<file path="src/rtl/handshake_initiator.sv">
// ---------------------------------------------------------------------------
// handshake_initiator
//
// Initiating end of a four-phase req/ack handshake. A local producer hands
// over one word at a time on a valid/ready port. The word is driven on
// data_out and the block walks the cycle req rise, ack rise, req fall,
// ack fall. The block pulses done when a cycle completes cleanly. If the
// responder stalls in any phase, the block abandons the cycle and raises a
// sticky timeout_err.
//
// Parameters
//   DATA_W      width of in_data / data_out
//   SYNC_STAGES flops in the ack synchroniser (1..4)
//   TIMEOUT     max cycles spent in one handshake phase, 0 = never time out
//
// Ports
//   clk          rising-edge clock for all logic
//   rst          synchronous, active-high reset
//   in_valid     producer offers a word
//   in_ready     block can take a word this cycle (combinational)
//   in_data      producer word
//   req          handshake request to the responder (registered)
//   data_out     word presented to the responder (registered, held)
//   ack          handshake acknowledge, asynchronous to clk
//   busy         a transaction is in flight
//   done         one-cycle pulse, transaction finished without timeout
//   err_clr      clears timeout_err
//   timeout_err  sticky, some handshake phase timed out
// ---------------------------------------------------------------------------
module handshake_initiator #(
    parameter int DATA_W      = 8,
    parameter int SYNC_STAGES = 2,
    parameter int TIMEOUT     = 255
) (
    input  logic              clk,
    input  logic              rst,
    input  logic              in_valid,
    output logic              in_ready,
    input  logic [DATA_W-1:0] in_data,
    output logic              req,
    output logic [DATA_W-1:0] data_out,
    input  logic              ack,
    output logic              busy,
    output logic              done,
    input  logic              err_clr,
    output logic              timeout_err
);

    // The phase timer only has to reach TIMEOUT-1, so it needs
    // clog2(TIMEOUT) bits. It is never narrower than one bit.
    localparam int TIMER_W = (TIMEOUT > 2) ? $clog2(TIMEOUT) : 1;
    localparam bit TIMEOUT_EN = (TIMEOUT > 0);
    localparam logic [TIMER_W-1:0] TIMER_LAST =
        (TIMEOUT > 0) ? TIMER_W'(TIMEOUT - 1) : '0;

    // Two-bit state code. The spare code 2'b11 is caught by the default arm.
    typedef enum logic [1:0] {
        ST_IDLE    = 2'b00,
        ST_REQ     = 2'b01,
        ST_RELEASE = 2'b10
    } state_t;

    state_t               state;
    logic [TIMER_W-1:0]   timer;
    logic                 aborted;
    logic [SYNC_STAGES-1:0] ack_sync;
    logic                 ack_s;
    logic                 timer_expired;

    // -----------------------------------------------------------------------
    // ack synchroniser. The FSM only ever looks at the last stage.
    // -----------------------------------------------------------------------
    always_ff @(posedge clk) begin
        if (rst) begin
            ack_sync <= '0;
        end else begin
            // NOTE: sequential state uses non-blocking assignments so every
            // stage samples the value its neighbour held before this edge.
            ack_sync[0] <= ack;
            for (int i = 1; i < SYNC_STAGES; i++) begin
                ack_sync[i] <= ack_sync[i-1];
            end
        end
    end

    assign ack_s = ack_sync[SYNC_STAGES-1];

    // A phase ends on this edge when the timer already holds TIMEOUT-1,
    // so a phase lasts at most TIMEOUT edges.
    assign timer_expired = TIMEOUT_EN && (timer == TIMER_LAST);

    // -----------------------------------------------------------------------
    // Combinational handshake-side outputs
    // -----------------------------------------------------------------------
    always_comb begin
        // NOTE: every always_comb output gets a default first, so no path
        // leaves it unassigned and infers a latch.
        in_ready = 1'b0;
        if (state == ST_IDLE) begin
            // Do not start a new cycle until the responder has let go of
            // ack from the previous one (or from a stuck responder).
            in_ready = !ack_s;
        end
    end

    assign busy = (state != ST_IDLE);

    // -----------------------------------------------------------------------
    // Handshake FSM with registered outputs
    // -----------------------------------------------------------------------
    always_ff @(posedge clk) begin
        if (rst) begin
            state       <= ST_IDLE;
            req         <= 1'b0;
            data_out    <= '0;
            done        <= 1'b0;
            timeout_err <= 1'b0;
            timer       <= '0;
            aborted     <= 1'b0;
        end else begin
            done <= 1'b0;

            // NOTE: the clear comes before the FSM, so a timeout set
            // further down on the same edge overrides it. The last
            // non-blocking assignment wins.
            if (err_clr) begin
                timeout_err <= 1'b0;
            end

            case (state)
                ST_IDLE: begin
                    if (in_valid && in_ready) begin
                        data_out <= in_data;
                        req      <= 1'b1;
                        timer    <= '0;
                        aborted  <= 1'b0;
                        state    <= ST_REQ;
                    end
                end

                ST_REQ: begin
                    if (ack_s) begin
                        req   <= 1'b0;
                        timer <= '0;
                        state <= ST_RELEASE;
                    end else if (timer_expired) begin
                        // Withdraw the request and still wait for ack to be
                        // low. The aborted flag suppresses done at the end.
                        req         <= 1'b0;
                        timeout_err <= 1'b1;
                        aborted     <= 1'b1;
                        timer       <= '0;
                        state       <= ST_RELEASE;
                    end else if (timer != '1) begin
                        timer <= timer + 1'b1;
                    end
                end

                ST_RELEASE: begin
                    if (!ack_s) begin
                        done  <= !aborted;
                        state <= ST_IDLE;
                    end else if (timer_expired) begin
                        // The responder is holding ack high. Give up. IDLE
                        // keeps in_ready low until ack actually falls.
                        timeout_err <= 1'b1;
                        state       <= ST_IDLE;
                    end else if (timer != '1) begin
                        timer <= timer + 1'b1;
                    end
                end

                default: begin
                    req   <= 1'b0;
                    state <= ST_IDLE;
                end
            endcase
        end
    end

endmodule

</file>
<file path="config.mk">
export PLATFORM = sky130hd
export DESIGN_NAME = handshake_initiator
export DESIGN_NICKNAME = d
export VERILOG_FILES = /design/src/rtl/handshake_initiator.sv
export SDC_FILE = /design/constraint.sdc
export NUM_CORES = 1
export LEC_CHECK = 0
export ABC_CLOCK_PERIOD_IN_PS = 2200
export CAP_MARGIN = 5
export CELL_PAD_IN_SITES_DETAIL_PLACEMENT = 2
export CELL_PAD_IN_SITES_GLOBAL_PLACEMENT = 2
export CORE_MARGIN = 2
export CORE_UTILIZATION = 32
export CTS_BUF_LIST = sky130_fd_sc_hd__clkbuf_2 sky130_fd_sc_hd__clkbuf_4 sky130_fd_sc_hd__clkbuf_8
export DETAILED_ROUTE_END_ITERATION = 8
export PLACE_DENSITY = 0.84
export SLEW_MARGIN = 20
export SYNTH_ARGS = -nofsm -noshare
export SYNTH_HDL_FRONTEND = slang
export SYNTH_SLANG_ARGS = --single-unit
</file>
<file path="constraint.sdc">
create_clock -name clk -period 2.2 [get_ports clk]
set_input_delay 0.22 -clock clk [delete_from_list [all_inputs] [get_ports clk]]
set_output_delay 0.22 -clock clk [all_outputs]
set_load 0.03 [all_outputs]
</file>
==> metrics.md, run 1 <==
| Metric | Value |
|---|---|
| Reg2reg setup slack | `190 ps` |
| Clock transition at the registers of the reported paths | `90 ps` |
| WL/cell | `18.6 um` |
| Switching power | `0.000647 W` |
| H-tree levels | `1` |
| Die X | `68.8 um` |
| Initial antenna violation count | `0` |
| Reg2reg path depth | `7` |
| GRT Residual Overflow | `0` |
| # DRC | `0` |
| Leakage | `0.611 nW` |
| Combinational power share | `48.1%` |
| Hold Violations, Final | `0` |
| MaxCap Viol Count | `0` |
| Share of layout cells above drive strength 1 | `6.78%` |
| CTS Buf Count | `3` |
| TritonCTS clock tree | `built` |
| Avg Cell Area, Syn | `8.73 um2` |
| Max FO, Critical Path | `6` |
| Final ANT Viol Nets | `0` |
| Synth Register Bits | `24` |
| # nets final | `199` |
| Die area | `4730 um2` |
| Rows | `23` |
| Drt pass-1 iters | `5` |
| First-pass GRT wire length | `6940 um` |
| Top cell type by total area after synthesis | `dfxtp_1` |
| CTS Buffer Depth | `2` |
| Vias | `1,316` |
| RSZ-0062 raised after global routing | `false` |
| Synthesized area | `1340 um2` |
| ANT cells | `0` |
| Worst-Skew Late Latency | `270 ps` |
| Max-slew headroom | `69.3%` |
| Multiplexer share of the synthesized area | `6.80%` |
| Die span in y | `68.8 um` |
| Mapped Cells | `154` |
| Netlist cell types | `39` |
| FMAX | `484 MHz` |
| Tcrit/Tclk final | `93.9%` |
| Clk pwr share | `17.1%` |
| Synthesis Warnings | `0` |
| Worst Hold Depth | `1` |
| Clock skew | `4.31 ps` |
| Largest net degree at the start of global routing | `24` |
| CP cell instances | `inv_1, ha_2, inv_1, clkdlybuf4s50_1` |
| Port Buffer Count | `25` |
| Final Util | `41.8%` |
| Vias in the first global route | `1,424` |
| Outcome | `completed` |
| Power Total | `0.00155 W` |
| Post-CTS Hold Buffers | `0` |
| VDD IR max | `0.000361 V` |
| Synth-to-Final Area Change | `25.2%` |
| Final WL | `4220 um` |
| Reg-to-reg critical path endpoint | `timer[6]` |
| Slew Limit Fails | `0` |
| Required time of the critical path | `1980 ps` |
| Post-synthesis net count | `174` |
| Final setup violation count | `0` |
| Gr usage total | `19.7%` |
| Switching part of the total power | `41.7%` |
| Origin of the critical flop-to-flop path | `state[0]` |
| Minimum clock period | `2070 ps` |
| Core area | `4030 um2` |
| Slew @ Worst Pin | `459 ps` |
| WHS | `434 ps` |
| Io pins | `26` |
| Adder and majority gate portion of the synthesized area | `6.52%` |
| Complex-gate fraction of the synthesized area | `22.7%` |
| Hold Path Sink | `done` |
| Cell internal pwr | `0.000906 W` |
| Clk sinks | `24` |
| Xor/xnor cell area share of the yosys netlist | `0%` |
| Worst setup EP type | `primary output` |
| Vias per Instance | `5.80` |
| RD Place Congestion | `0.782` |
| 1st-iter DRT viols | `57` |
| Initial Util | `33.4%` |
| Hold Startpoint | `aborted` |
| CP max stage cell | `clkdlybuf4s50_1` |
| Arrival time worst endpoint | `1850 ps` |
| Hpwl dp | `3020 um` |
| Sequential Power Share | `34.8%` |
| Setup tns final | `0 ps` |
| Critical Setup Path Class | `reg -> out` |
| Min-Delay Path Class | `reg -> reg` |
| Post-Synth Simple-Gate Area | `22.7%` |
| Sequential fraction of the synthesis area | `35.8%` |
| CP startpoint kind | `flop` |
| Top cell type's share of synthesized area | `35.8%` |
| CP bufs+invs | `3` |
| CP dominant cell by count | `inv_1` |
| PD cells | `923 nW/um2` |
| Largest family of logic cells by synthesized area | `simple AND/OR/NAND/NOR gates` |
| Clk root buf | `clkbuf_8` |
| Crit path largest cell delay | `690 ps` |
| Top cells by area, synth | `dfxtp_1 (36%), ha_1 (6.5%), mux2i_1 (6.0%), nand3_1 (3.7%), o21ai_0 (3.7%)` |
| Worst path top cell family by delay | `buffers and inverters` |
==> power groups by stage <==
| stage | clock [W] | combinational [W] | sequential (W) |
|---|---|---|---|
| after floorplan | 0 | 0.000441 | 0.000602 |
| after global placement | 0 | 0.000701 | 0.000541 |
| after detailed placement | 0 | 0.000742 | 0.000548 |
| after CTS | 0.000270 | 0.000755 | 0.000540 |
| after global routing | 0.000295 | 0.000819 | 0.000548 |
| final | 0.000265 | 0.000748 | 0.000540 |
==> flip-flops by register name, indices dropped and copies added, names as in the netlist <==
register / cells
aborted: 1
ack_sync: 2
data_out: 8
done: 1
req: 1
state: 2
timeout_err: 1
timer: 8
==> layout make-up <==
class                           count  area [um2]
Tap cell                           50        62.6
Inverter                            8        30.0
Sequential cell                    24         480
Fill cell                         458        2350
Multi-Input combinational cell    114         793
Timing Repair Buffer               28         275
Clock buffer                        3        41.3
==> placed cells by master (no fill, tap or decap), types with 2 or more instances in the layout <==
cell and instances:
a31oi_1 5, and3_1 2, a41oi_1 2, nor2b_1 6
dfxtp_1 24, nor4_1 3, ha_1 6, nand2_1 6
inv_1 8, nand3_1 10, and4_1 2, o211ai_1 2
mux2i_1 8, o21ai_0 10, clkdlybuf4s50_1 24, a311oi_1 2
a211o_1 2, o2111ai_1 3, nor2_1 12, buf_4 3
a21oi_1 8, clkbuf_8 3, nand4_1 7
==> cell families after synthesis <==
family	after synthesis
adder cells (fa/ha/maj)	7
flip-flops	24
multiplexers	9
buffers and inverters	16
AND/OR/NAND/NOR	54
AO/OA/AOI/OAI	44
==> worst register-to-register path, delay by kind of cell (launching register included) <==
kind            cells  cell delay, ps
simple gates        2             490
compound gates      2             400
buf+inv             2             370
flops               1             350
fa+ha+maj           1             290
==> stage by stage <==
stage / worst slack (ps) / instance area, um2 / cells
after global routing: 7.00 / 1680 / 227
after global placement: 276 / 1640 / 224
after CTS: 37.4 / 1680 / 227
final: 134 / 1680 / 227
after detailed placement: 141 / 1640 / 224
after floorplan: 453 / 1340 / 154
==> per-layer routing <==
layer	vias up	track usage (%)	part of all wire (%)
li1	626	-	-
met1	658	24.0	46
met2	27	35.2	50
met3	5	3.73	3.6
met4	0	5.39	0.95
met5	-	0	0
==> how the worst max path moves through the flow <==
stage | start | endpoint | depth (start not counted)
2_1_floorplan | state[0] | state[0] | 6
3_3_place_gp | in_valid | timer[6] | 5
3_5_place_dp | state[0] | timer[4] | 7
4_1_cts | state[0] | in_ready | 4
5_1_grt | state[0] | busy | 4
6_report | state[0] | busy | 4
==> synthesized netlist by cell type, drive strengths merged <==
master and number:
mux2 1, and3 2, a211o 2, mux2i 8, ha 7, a41oi 2
nor4 3, dfxtp 24, o21a 2, nor2 12, a311oi 2, o32ai 1
nand2 6, and4 2, o221ai 1, o32a 1, or3 1, nand3b 2
nor3 1, o211ai 2, and2b 1, a21boi 1, buf 6, a21o 1
o2111ai 3, nor2b 6, o41a 1, a21oi 8, and2 1, nand3 10
a31oi 5, clkbuf 2, inv 8, a211oi 1, a221oi 1, nand4 7
o21ai 10
==> repair_timing <==
action | CTS | global route
endpoints found under the setup margin | 1 | 2
gates resized for setup | 1 | 2
buffers inserted | 0 | 0
No activity file was read; power rests on OpenSTA's default activity.
==> run 2, diff against run 1 <==
- CTS_BUF_LIST: sky130_fd_sc_hd__clkbuf_2 sky130_fd_sc_hd__clkbuf_4 sky130_fd_sc_hd__clkbuf_8 -> sky130_fd_sc_hd__clkbuf_8
- MAX_ROUTING_LAYER: default -> met4
==> metrics.md, run 2 (same netlist as run 1, synthesis figures left out) <==
| Metric | Value |
|---|---|
| RD Place Congestion | `0.793 (was 0.782)` |
| Min-Delay Path Class | `reg -> reg (unchanged)` |
| Initial Util | `33.4% (unchanged)` |
| Final WL | `4200 um (was 4220 um)` |
| Gr usage total | `20.3% (was 19.7%)` |
| Core area | `4030 um2 (unchanged)` |
| CTS Buffer Depth | `2 (unchanged)` |
| Share of layout cells above drive strength 1 | `6.78% (unchanged)` |
| Post-CTS Setup Repair Bufs | `0 (unchanged)` |
| Die X | `68.8 um (unchanged)` |
| RSZ-0062 raised after global routing | `false (unchanged)` |
| Worst setup EP type | `primary output (unchanged)` |
| # DRC | `0 (unchanged)` |
| Hpwl dp | `3020 um (unchanged)` |
| Clock skew | `4.40 ps (was 4.31 ps)` |
| Slew Limit Fails | `0 (unchanged)` |
| Largest net degree at the start of global routing | `24 (unchanged)` |
| Clk sinks | `24 (unchanged)` |
| Commonest cells after routing, fill and taps aside | `dfxtp_1 (24), clkdlybuf4s50_1 (24), nor2_1 (12) (unchanged)` |
| FMAX | `484 MHz (about the same)` |
| Post-CTS Hold Buffers | `0 (unchanged)` |
| Dpl ws | `141 ps (unchanged)` |
| Tcrit/Tclk final | `93.9% (about the same)` |
| Slew @ Worst Pin | `450 ps (was 459 ps)` |
| Clock transition at the registers of the reported paths | `90 ps (about the same)` |
| CP startpoint kind | `flop (unchanged)` |
| WL/cell | `18.5 um (was 18.6 um)` |
| 1st-iter DRT viols | `61 (was 57)` |
| Vias in the first global route | `1,428 (was 1,424)` |
| Leakage | `0.611 nW (unchanged)` |
| VDD IR max | `0.000361 V (about the same)` |
| First-pass GRT wire length | `6930 um (was 6940 um)` |
| Setup tns final | `0 ps (unchanged)` |
| Synth-to-Final Area Change | `25.2% (unchanged)` |
| H-tree levels | `1 (unchanged)` |
| Drt pass-1 iters | `3 (was 5)` |
| Clk root buf | `clkbuf_8 (unchanged)` |
| Critical Setup Path Class | `reg -> out (unchanged)` |
| Die area | `4730 um2 (unchanged)` |
| Max-slew headroom | `69.9% (was 69.3%)` |
| Power Total | `0.00155 W (about the same)` |
| Minimum clock period | `2070 ps (about the same)` |
| PD cells | `923 nW/um2 (about the same)` |
| # nets final | `199 (unchanged)` |
| TritonCTS clock tree | `built (unchanged)` |
| Vias | `1,308 (was 1,316)` |
| Arrival time worst endpoint | `1850 ps (about the same)` |
| Port Buffer Count | `25 (unchanged)` |
| Required time of the critical path | `1980 ps (about the same)` |
| Worst-Skew Late Latency | `270 ps (about the same)` |
| Final ANT Viol Nets | `0 (unchanged)` |
| GRT Residual Overflow | `0 (unchanged)` |
| Outcome | `completed (unchanged)` |
| Final WS setup | `133 ps (was 134 ps)` |
| Io pins | `26 (unchanged)` |
| Regs by FF count | `data_out x8, timer x8 (unchanged)` |
| CTS Buf Count | `3 (unchanged)` |
| Max FO, Critical Path | `6 (unchanged)` |
| Vias per Instance | `5.76 (was 5.80)` |
| Die span in y | `68.8 um (unchanged)` |
| Rows | `23 (unchanged)` |
| Fill count | `458 (unchanged)` |
| MaxCap Viol Count | `0 (unchanged)` |
| Hold Violations, Final | `0 (unchanged)` |
| ANT cells | `0 (unchanged)` |
| Placement Cell Area | `1640 um2 (unchanged)` |
| Final Instance Area | `1680 um2 (unchanged)` |
| Initial antenna violation count | `0 (unchanged)` |
| Final setup violation count | `0 (unchanged)` |
==> run 2: cell counts in the layout (fill, tap and decap cells not counted) <==
Identical to the previous run, type by type.
==> run 2: critical path, cell delays in order, from the launching register on <==
cell and delay, ps:
dfxtp_1 390, inv_1 110, ha_2 260, inv_1 130, clkdlybuf4s50_1 690
==> run 2: timing repair <==
action,4_1_cts,5_1_grt
gates resized for setup,1,2
pin swaps,0,0
cloned,0,0
setup endpoints to repair,1,2
==> run 2: layer usage <==
metal	global-route usage [%]	up-vias	wire length [um]
li1	-	625	-
met1	24.2	654	1940
met2	35.2	25	2110
met3	3.41	4	112
met4	5.39	0	36
met5	-	-	0
==> run 2: report_power, final <==
group	internal [W]	switching, W	total [W]	leakage [nW]
registers	0.000490	0.0000501	0.000540	0.196
logic	0.000293	0.000455	0.000748	0.394
clock network	0.000123	0.000142	0.000265	0.0216
total	0.000906	0.000647	0.00155	0.611
==> run 2: stage by stage <==
stage / hold slack [ps] / utilization, % / cells
6_report: 432 / 41.8 / 227
5_1_grt: 463 / 41.8 / 227
2_1_floorplan: 292 / - / 154
3_3_place_gp: 404 / 40.6 / 224
4_1_cts: 430 / 41.7 / 227
3_5_place_dp: 414 / 40.6 / 224
==> run 2: cell type report <==
| type | count | area (um2) | share of cell area (%) |
|---|---|---|---|
| repair buffers | 28 | 275 | 16.4 |
| inverters | 8 | 30.0 | 1.78 |
| clock buffers | 3 | 41.3 | 2.45 |
| well taps | 50 | 62.6 | 3.72 |
| flip-flops and latches | 24 | 480 | 28.6 |
| multi-input cells | 114 | 793 | 47.1 |
==> run 2: path summary, 6_finish.rpt <==
path                            depth (start not counted)  startpoint  slack, ps        to
worst max-delay path                                    4    state[0]        130      busy
worst min-delay path                                    1     aborted        430      done
worst max register to register                          7    state[0]        180  timer[6]
worst min register to register                          1     aborted        430      done
==> run 3, diff against run 2 <==
- GPL_ROUTABILITY_DRIVEN: default -> 0
==> results of run 3 <==
Same layout as run 2: the final DEF is identical, and so are final timing and power.
